`config.mk`:
```
export PLATFORM = sky130hd
export DESIGN_NAME = pixel_frame_ctrl
export DESIGN_NICKNAME = d
export VERILOG_FILES = /design/src/rtl/pixel_frame_ctrl.sv
export SDC_FILE = /design/constraint.sdc
export NUM_CORES = 1
export LEC_CHECK = 0
export CORE_MARGIN = 2
export CORE_UTILIZATION = 58
export DETAILED_ROUTE_END_ITERATION = 6
export GPL_ROUTABILITY_DRIVEN = 1
export HOLD_SLACK_MARGIN = 0.08
export PLACE_DENSITY = 0.85
export SYNTH_ARGS = -nofsm -noshare
export SYNTH_HDL_FRONTEND = slang
export SYNTH_SLANG_ARGS = --single-unit
```
`constraint.sdc`:
```
create_clock -name clk -period 4 [get_ports clk]
set_clock_uncertainty 0.05 [all_clocks]
set_input_delay 0.4 -clock clk [delete_from_list [all_inputs] [get_ports clk]]
set_output_delay 0.4 -clock clk [all_outputs]
set_load 0.02 [all_outputs]
```
`src/rtl/pixel_frame_ctrl.sv`:
```
// Frame sequencer for the 4-pixel array: erase, expose, ramp conversion,
// bus turnaround, readout capture and valid/ready pixel streaming.
module pixel_frame_ctrl #(
  parameter int unsigned ERASE_CYCLES  = 5,
  parameter int unsigned EXPOSE_CYCLES = 255,
  parameter int unsigned READ_SETTLE   = 2
) (
  input  logic       clk,
  input  logic       reset_n,
  input  logic       start,
  output logic       erase,
  output logic       expose,
  output logic       read,
  output logic [7:0] cnt_value,
  output logic       cnt_oe,
  input  logic [7:0] data1_in,
  input  logic [7:0] data2_in,
  input  logic [7:0] data3_in,
  input  logic [7:0] data4_in,
  output logic [7:0] pix_data,
  output logic [1:0] pix_idx,
  output logic       pix_valid,
  input  logic       pix_ready,
  output logic       busy,
  output logic       frame_done
);

  typedef enum logic [2:0] {
    S_IDLE, S_ERASE, S_EXPOSE, S_CONV,
    S_TURN, S_READ, S_SEND
  } state_t;

  localparam logic [15:0] ER_LAST = 16'(ERASE_CYCLES - 1);
  localparam logic [15:0] EX_LAST = 16'(EXPOSE_CYCLES - 1);
  localparam logic [15:0] RD_LAST = 16'(READ_SETTLE - 1);

  state_t      state_q;
  logic [15:0] ph_q;
  logic [7:0]  cap_q [4];
  logic        erase_q, expose_q, read_q, oe_q;
  logic [7:0]  cnt_q, pix_data_q;
  logic [1:0]  pix_idx_q;
  logic [1:0]  idx_d;
  logic        valid_q, busy_q, done_q;

  assign idx_d = pix_idx_q + 2'd1;

  always_ff @(posedge clk or negedge reset_n) begin
    if (!reset_n) begin
      state_q    <= S_IDLE;
      ph_q       <= '0;
      for (int i = 0; i < 4; i++) cap_q[i] <= '0;
      erase_q    <= 1'b0;
      expose_q   <= 1'b0;
      read_q     <= 1'b0;
      oe_q       <= 1'b0;
      cnt_q      <= '0;
      pix_data_q <= '0;
      pix_idx_q  <= '0;
      valid_q    <= 1'b0;
      busy_q     <= 1'b0;
      done_q     <= 1'b0;
    end else begin
      done_q <= 1'b0;
      unique case (state_q)
        S_IDLE: begin
          // start coinciding with frame_done belongs to the old frame
          if (start && !done_q) begin
            state_q <= S_ERASE;
            erase_q <= 1'b1;
            busy_q  <= 1'b1;
            ph_q    <= '0;
          end
        end
        S_ERASE: begin
          if (ph_q == ER_LAST) begin
            state_q  <= S_EXPOSE;
            erase_q  <= 1'b0;
            expose_q <= 1'b1;
            ph_q     <= '0;
          end else begin
            ph_q <= ph_q + 16'd1;
          end
        end
        S_EXPOSE: begin
          if (ph_q == EX_LAST) begin
            state_q  <= S_CONV;
            expose_q <= 1'b0;
            oe_q     <= 1'b1;
            cnt_q    <= '0;
            ph_q     <= '0;
          end else begin
            ph_q <= ph_q + 16'd1;
          end
        end
        S_CONV: begin
          if (cnt_q == 8'hFF) begin
            state_q <= S_TURN;
            oe_q    <= 1'b0;
            cnt_q   <= '0;
          end else begin
            cnt_q <= cnt_q + 8'd1;
          end
        end
        S_TURN: begin
          state_q <= S_READ;
          read_q  <= 1'b1;
          ph_q    <= '0;
        end
        S_READ: begin
          if (ph_q == RD_LAST) begin
            state_q    <= S_SEND;
            read_q     <= 1'b0;
            cap_q[0]   <= data1_in;
            cap_q[1]   <= data2_in;
            cap_q[2]   <= data3_in;
            cap_q[3]   <= data4_in;
            pix_data_q <= data1_in;
            pix_idx_q  <= 2'd0;
            valid_q    <= 1'b1;
            ph_q       <= '0;
          end else begin
            ph_q <= ph_q + 16'd1;
          end
        end
        S_SEND: begin
          if (pix_ready) begin
            if (pix_idx_q == 2'd3) begin
              state_q    <= S_IDLE;
              valid_q    <= 1'b0;
              done_q     <= 1'b1;
              busy_q     <= 1'b0;
              pix_idx_q  <= 2'd0;
              pix_data_q <= '0;
            end else begin
              pix_idx_q  <= idx_d;
              pix_data_q <= cap_q[idx_d];
            end
          end
        end
        default: state_q <= S_IDLE;
      endcase
    end
  end

  assign erase      = erase_q;
  assign expose     = expose_q;
  assign read       = read_q;
  assign cnt_oe     = oe_q;
  assign cnt_value  = cnt_q;
  assign pix_data   = pix_data_q;
  assign pix_idx    = pix_idx_q;
  assign pix_valid  = valid_q;
  assign busy       = busy_q;
  assign frame_done = done_q;

endmodule

```
==> metrics.md, run 1 <==
| Metric | Value |
|---|---|
| Status | finished, final reports clean |
| Slew Viols, Final | 0 |
| Synth Net Count | 391 |
| Initial antenna violation count | 0 |
| GRT Util Overall | 23.7% |
| Share of layout cells above drive strength 1 | 19.0% |
| Die W | 85.7 µm |
| Sequential cell area | 1900 µm² |
| Clk buf depth | 2 |
| Hold buffer count at cts | 0 |
| Synth Cell Area | 3870 µm² |
| Diodes inserted | 0 |
| Worst skew pair latency | 0.35 ns |
| Post-synth EDFFs | 0 |
| Synth warn | 0 |
| Worst r2r path cells | 8 |
| Gate Count Post-Synth | 349 |
| Crit path DAT | 2.78 ns |
| Number of fill cells | 453 |
| CP bufs+invs | 2 |
| DRT Pass-1 Iters | 4 |
| Layout Nets | 447 |
| Area of the core | 6390 µm² |
| Area leader, netlist | dfrtp_1 |
| Initial Utilization | 60.6% |
| Final critical-path required period | 2.60 ns |
| CTS tree | done |
| Final wirelength | 8330 µm |
| Fmax | 384 MHz |
| Slew headroom | 36.9% |
| DR iter-0 viols | 153 |
| CP Class | reg2reg |
| Crit Path Max Fanout | 11 |
| Worst path required time | 4.18 ns |
| Critical path endpoint category | register |
| Post-CTS Resized | 0 |
| Asr flop ratio synth | 100% |
| Largest net degree at the start of global routing | 77 |
| Post-Route Setup TNS | 0 ns |
| Delay-heaviest family, CP | simple AND/OR/NAND/NOR gates |
| CTS HTree Levels | 3 |
| Cell with the largest stage delay on the worst path | nor3_1 |
| Reg2reg start | ph_q[0] |
| Root buffer cell | clkbuf_8 |
| Period utilization | 65.1% |
| Tot Pwr | 2.13 mW |
| Synth top area share | 49.2% |
| Area growth from synthesis to layout | 21.0% |
| Row Count | 29 |
| Total leakage power | 1.96 nW |
| Vias in the first global route | 2,743 |
| Seq/Total Area, Yosys | 49.2% |
| RSZ-0062 raised after global routing | no |
| Vias per std cell | 6.01 |
| Synth area leaders | dfrtp_1, mux2_2, mux4_2 |
| Post-synth top cells | dfrtp_1, mux2_2, o21ai_0 |
| Reg2reg end | ph_q[5] |
| HP Class | in2async |
| Die extent in y | 85.7 µm |
| CTS Buf Count | 9 |
| PortBufs | 60 |
| Max stage delay on crit path | 0.53 ns |
| Routability congestion estimate | 0.903 |
| DR WL/cell | 17.1 µm |
| PD cells | 455 nW/µm² |
| Primary FF master, synth | dfrtp_1 |
| Final instance area | 4680 µm² |
| Die area | 7340 µm² |
| #FFs+latches synth | 76 |
| First-pass GRT wire length | 13,500 µm |
| Most numerous cell in the Yosys netlist | dfrtp_1 |
| DRC errors left | 0 |
| Placed cell areas | 4480 µm² |
| Worst-path clk slew | 0.08 ns |
| Cell Chain, Critical Path | inv_1 > ha_1 > nor4bb_1 > nand4_2 > a22o_1 > nor3_1 > buf_4 > o32ai_1 |
| Distinct cells, synth | 51 |
| Reg2Reg Setup Slack | 1.40 ns |
| Post-route antenna net violation count | 0 |
| MaxCap Viol Count | 0 |
| Final Hold Viols | 0 |
| Worst vdd ir | 0.384 mV |
| Post-CTS setup buffers | 0 |
| Crit path launch type | register |
| Dpl hpwl | 5850 µm |
| Mean post-synth cell area | 11.1 µm² |
| CTS sink cnt | 76 |
| Final setup vio count | 0 |
| Via Count | 2,926 |
| Slew @ Worst Pin | 0.947 ns |
| Grt ovf | 0 |
| Ports | 61 |
| Multi-input gate area | 1830 µm² |
## layer usage
metal  global-route usage (%)  routed length (µm)  vias up
met5                        0                   0        -
met1                     33.0                3670     1419
li1                         -                   -     1403
met4                     7.94                 101        0
met3                     5.49                 491        9
met2                     37.2                4060       95
## worst register-to-register path, cell delays in order, from the launching register on
cell	delay (ns)
dfrtp_1	0.43
inv_1	0.14
ha_1	0.15
nor4bb_1	0.27
nand4_2	0.18
a22o_1	0.39
nor3_1	0.54
buf_4	0.26
o32ai_1	0.08
## registers in the layout, summed over array words and instances (netlist names), 2 cells and up
register and count:
state_q 3, cnt_value 8, pix_data 8, cap_q 32, ph_q 16, pix_idx 2
## logic make-up (layout without fill, tap and decap cells)
logic type | after synthesis | in the layout | synth area share [%]
adders and majority gates | 6 | 6 | 1.94
buffers and inverters | 26 | 87 | 3.43
AOI/OAI and AO/OA | 72 | 72 | 11.7
and+or+nand+nor | 120 | 120 | 17.2
muxes | 49 | 49 | 16.6
DFF | 76 | 76 | 49.2
## cell usage in the layout (no fill, tap or decap), drive strengths merged, types with 8 or more instances in the layout
cell type,netlist,layout
mux4,8,8
nand3,14,14
clkbuf,8,9
nand4,10,10
mux2,40,40
clkdlybuf4s50,0,59
a22o,10,10
a21oi,9,9
nand2,26,26
nor2,30,30
nor3,9,9
o21ai,33,33
dfrtp,76,76
inv,9,9
o31ai,9,9
## area by class of cell
type                            instances  area share, %
Multi-Input combinational cell        247           39.2
Clock inverter                          7           1.66
Tap cell                               77           2.06
Inverter                                9          0.722
Clock buffer                            9           2.65
Timing Repair Buffer                   62           13.1
Sequential cell                        76           40.6
## worst max-delay path by stage
| stage | start | end | slack, ns | cells past startpoint |
|---|---|---|---|---|
| final | ph_q[0] | ph_q[5] | 1.40 | 8 |
| after detailed placement | start | ph_q[15] | 1.34 | 7 |
| after global routing | ph_q[0] | ph_q[15] | 1.20 | 8 |
| after CTS | ph_q[0] | ph_q[15] | 1.42 | 8 |
| after global placement | start | ph_q[5] | 1.45 | 7 |
| after floorplan | pix_idx[0] | pix_data[0] | 1.88 | 4 |
## through the flow
step | instances | setup WS [ns] | util [%] | hold slack (ns)
after floorplan | 349 | 1.88 | - | 0.0544
after global routing | 487 | 1.20 | 73.3 | 0.205
after global placement | 471 | 1.45 | 70.1 | 0.411
after detailed placement | 471 | 1.34 | 70.1 | 0.436
after CTS | 487 | 1.42 | 73.3 | 0.171
final | 487 | 1.40 | 73.3 | 0.111
## report_power, final
group	total (mW)	internal, mW	switching [mW]	leakage, nW
logic	0.591	0.246	0.344	0.909
clock network	0.588	0.291	0.298	0.0994
registers	0.948	0.843	0.105	0.950
total	2.13	1.38	0.747	1.96
(Power assumes the default switching activity.)
==> run 2: changes to the inputs <==
- CORE_UTILIZATION: 58 -> 54
- PLACE_DENSITY: 0.85 -> 0.8
- clock period: 4 -> 2.4 ns (I/O delays scaled with it)
==> metrics.md, run 2 (synthesized netlist as in run 1, its figures left out) <==
| Metric | Value |
|---|---|
| Die area | 7860 µm² |
| Worst r2r path cells | 6 |
| CTS tree | done |
| PD cells | 782 nW/µm² |
| CTS sink cnt | 76 |
| PortBufs | 60 |
| Dpl hpwl | 6150 µm |
| Status | finished, final reports clean |
| Uppermost layer routed | met4 |
| Final critical-path required period | 2.24 ns |
| Final setup vio count | 0 |
| Vias per std cell | 5.88 |
| Routability congestion estimate | 0.914 |
| CP Class | reg2reg |
| Area growth from synthesis to layout | 25.8% |
| Clk buf depth | 2 |
| Met2 Routed Length | 4310 µm |
| Reg2Reg Setup Slack | 0.16 ns |
| Post-route antenna net violation count | 0 |
| RSZ-0062 raised after global routing | no |
| CTS HTree Levels | 3 |
| Commonest cells after routing, fill and taps aside | dfrtp_1, clkdlybuf4s50_1, mux2_2 |
| Vias in the first global route | 2,873 |
| Reg2reg start | ph_q[9] |
| Crit Path Max Fanout | 7 |
| Fmax | 447 MHz |
| Initial antenna violation count | 0 |
| Row Count | 30 |
| Most flops, register | cap_q |
| Area of the core | 6870 µm² |
| MaxCap Viol Count | 0 |
| Largest regs | cap_q (32), ph_q (16) |
| Share of layout cells above drive strength 1 | 21.7% |
| Worst path required time | 2.58 ns |
| DR iter-0 viols | 169 |
| Final wirelength | 8800 µm |
| Largest net degree at the start of global routing | 77 |
| Initial Utilization | 56.3% |
| HP Class | in2async |
| Ports | 61 |
| Root buffer cell | clkbuf_8 |
| Finished Layout Cells | 519 |
| Diodes inserted | 0 |
| Wire length on met3 | 537 µm |
| Slew Viols, Final | 0 |
| Crit path launch type | register |
| CTS Buf Count | 9 |
| Final Hold Viols | 0 |
| Reg2reg end | ph_q[14] |
| Worst-path clk slew | 0.09 ns |
| Slew headroom | 59.0% |
| First-pass GRT wire length | 14,000 µm |
| Total leakage power | 2.04 nW |
| M1 WL | 3840 µm |
| Post-CTS setup buffers | 0 |
| Die W | 88.6 µm |
| Die extent in y | 88.6 µm |
| Layout Nets | 460 |
| Post-Route Setup TNS | 0 ns |
| DRC errors left | 0 |
| Period utilization | 93.2% |
| Placed Cells incl. Taps | 502 |
| Crit path DAT | 2.42 ns |
| Worst vdd ir | 0.395 mV |
| Worst skew pair latency | 0.36 ns |
| Commonest non-fill, non-tap cell in the layout | dfrtp_1 |
| GRT Util Overall | 23.5% |
| Largest register FFs | 32 |
| Grt ovf | 0 |
| DR WL/cell | 17.0 µm |
| Slew @ Worst Pin | 0.610 ns |
| DRT Pass-1 Iters | 4 |
| Critical path endpoint category | register |
| Number of fill cells | 509 |
| Via Count | 3,052 |
[run 2: what timing repair did]
item | in CTS | in global routing
resized for setup | 0 | 3
setup endpoints to repair | 0 | 17
hold buffers | 1 | 0
hold endpoints to repair | 76 | 0
[run 2: power breakdown]
part | internal (mW) | leakage [nW] | switching (mW)
sequential | 1.40 | 0.950 | 0.182
clock | 0.604 | 0.113 | 0.537
combinational | 0.473 | 0.981 | 0.601
total | 2.48 | 2.04 | 1.32
[run 2: worst max-delay path by stage]
| stage | from | end | slack, ns | cells after the start |
|---|---|---|---|---|
| 2_1_floorplan | pix_idx[0] | pix_data[0] | 0.28 | 4 |
| 3_3_place_gp | ph_q[0] | ph_q[11] | 0.21 | 8 |
| 3_5_place_dp | ph_q[0] | ph_q[15] | 0.02 | 8 |
| 4_1_cts | ph_q[0] | ph_q[12] | 0.009 | 8 |
| 5_1_grt | ph_q[0] | ph_q[15] | 0.01 | 8 |
| 6_report | ph_q[9] | ph_q[14] | 0.16 | 6 |
[run 2: final cells by class]
type / count / area (µm²) / area share (%)
sequential: 76 / 1900 / 39.1
multi-input combinational: 247 / 1850 / 38.1
timing repair buffer: 75 / 726 / 14.9
clock buffer: 9 / 124 / 2.55
tap: 96 / 120 / 2.47
clock inverter: 7 / 105 / 2.16
inverter: 9 / 33.8 / 0.695
[run 2: metal layers]
layer / track usage (%) / vias to the layer above
met3: 3.73 / 15
met5: 0 / -
li1: - / 1433
met1: 32.6 / 1489
met2: 36.8 / 115
met4: 9.78 / 0
[run 2: critical path: stages (launching register included)]
cell	delay, ns
dfrtp_1	0.45
nor4_2	0.49
nand4_2	0.25
a22o_1	0.32
buf_4	0.18
o2111ai_1	0.23
o211ai_1	0.14
[run 2: per-stage QoR]
stage / power [mW] / worst slack [ns] / util, % / instance area (µm²) / hold WS (ns)
2_1_floorplan: 2.24 / 0.279 / - / 3870 / -0.106
3_3_place_gp: 2.60 / 0.214 / 67.0 / 4600 / 0.237
3_5_place_dp: 2.65 / 0.0205 / 67.0 / 4600 / 0.241
4_1_cts: 3.79 / 0.00946 / 70.5 / 4840 / 0.387
5_1_grt: 4.00 / 0.0118 / 70.8 / 4860 / 0.421
6_report: 3.80 / 0.164 / 70.8 / 4860 / 0.365
==> run 3: changes to the inputs <==
- CTS_CLUSTER_SIZE: unset -> 10
- SLEW_MARGIN: unset -> 20
==> results of run 3 <==
Final layout, timing and power as in run 2 (identical DEF).
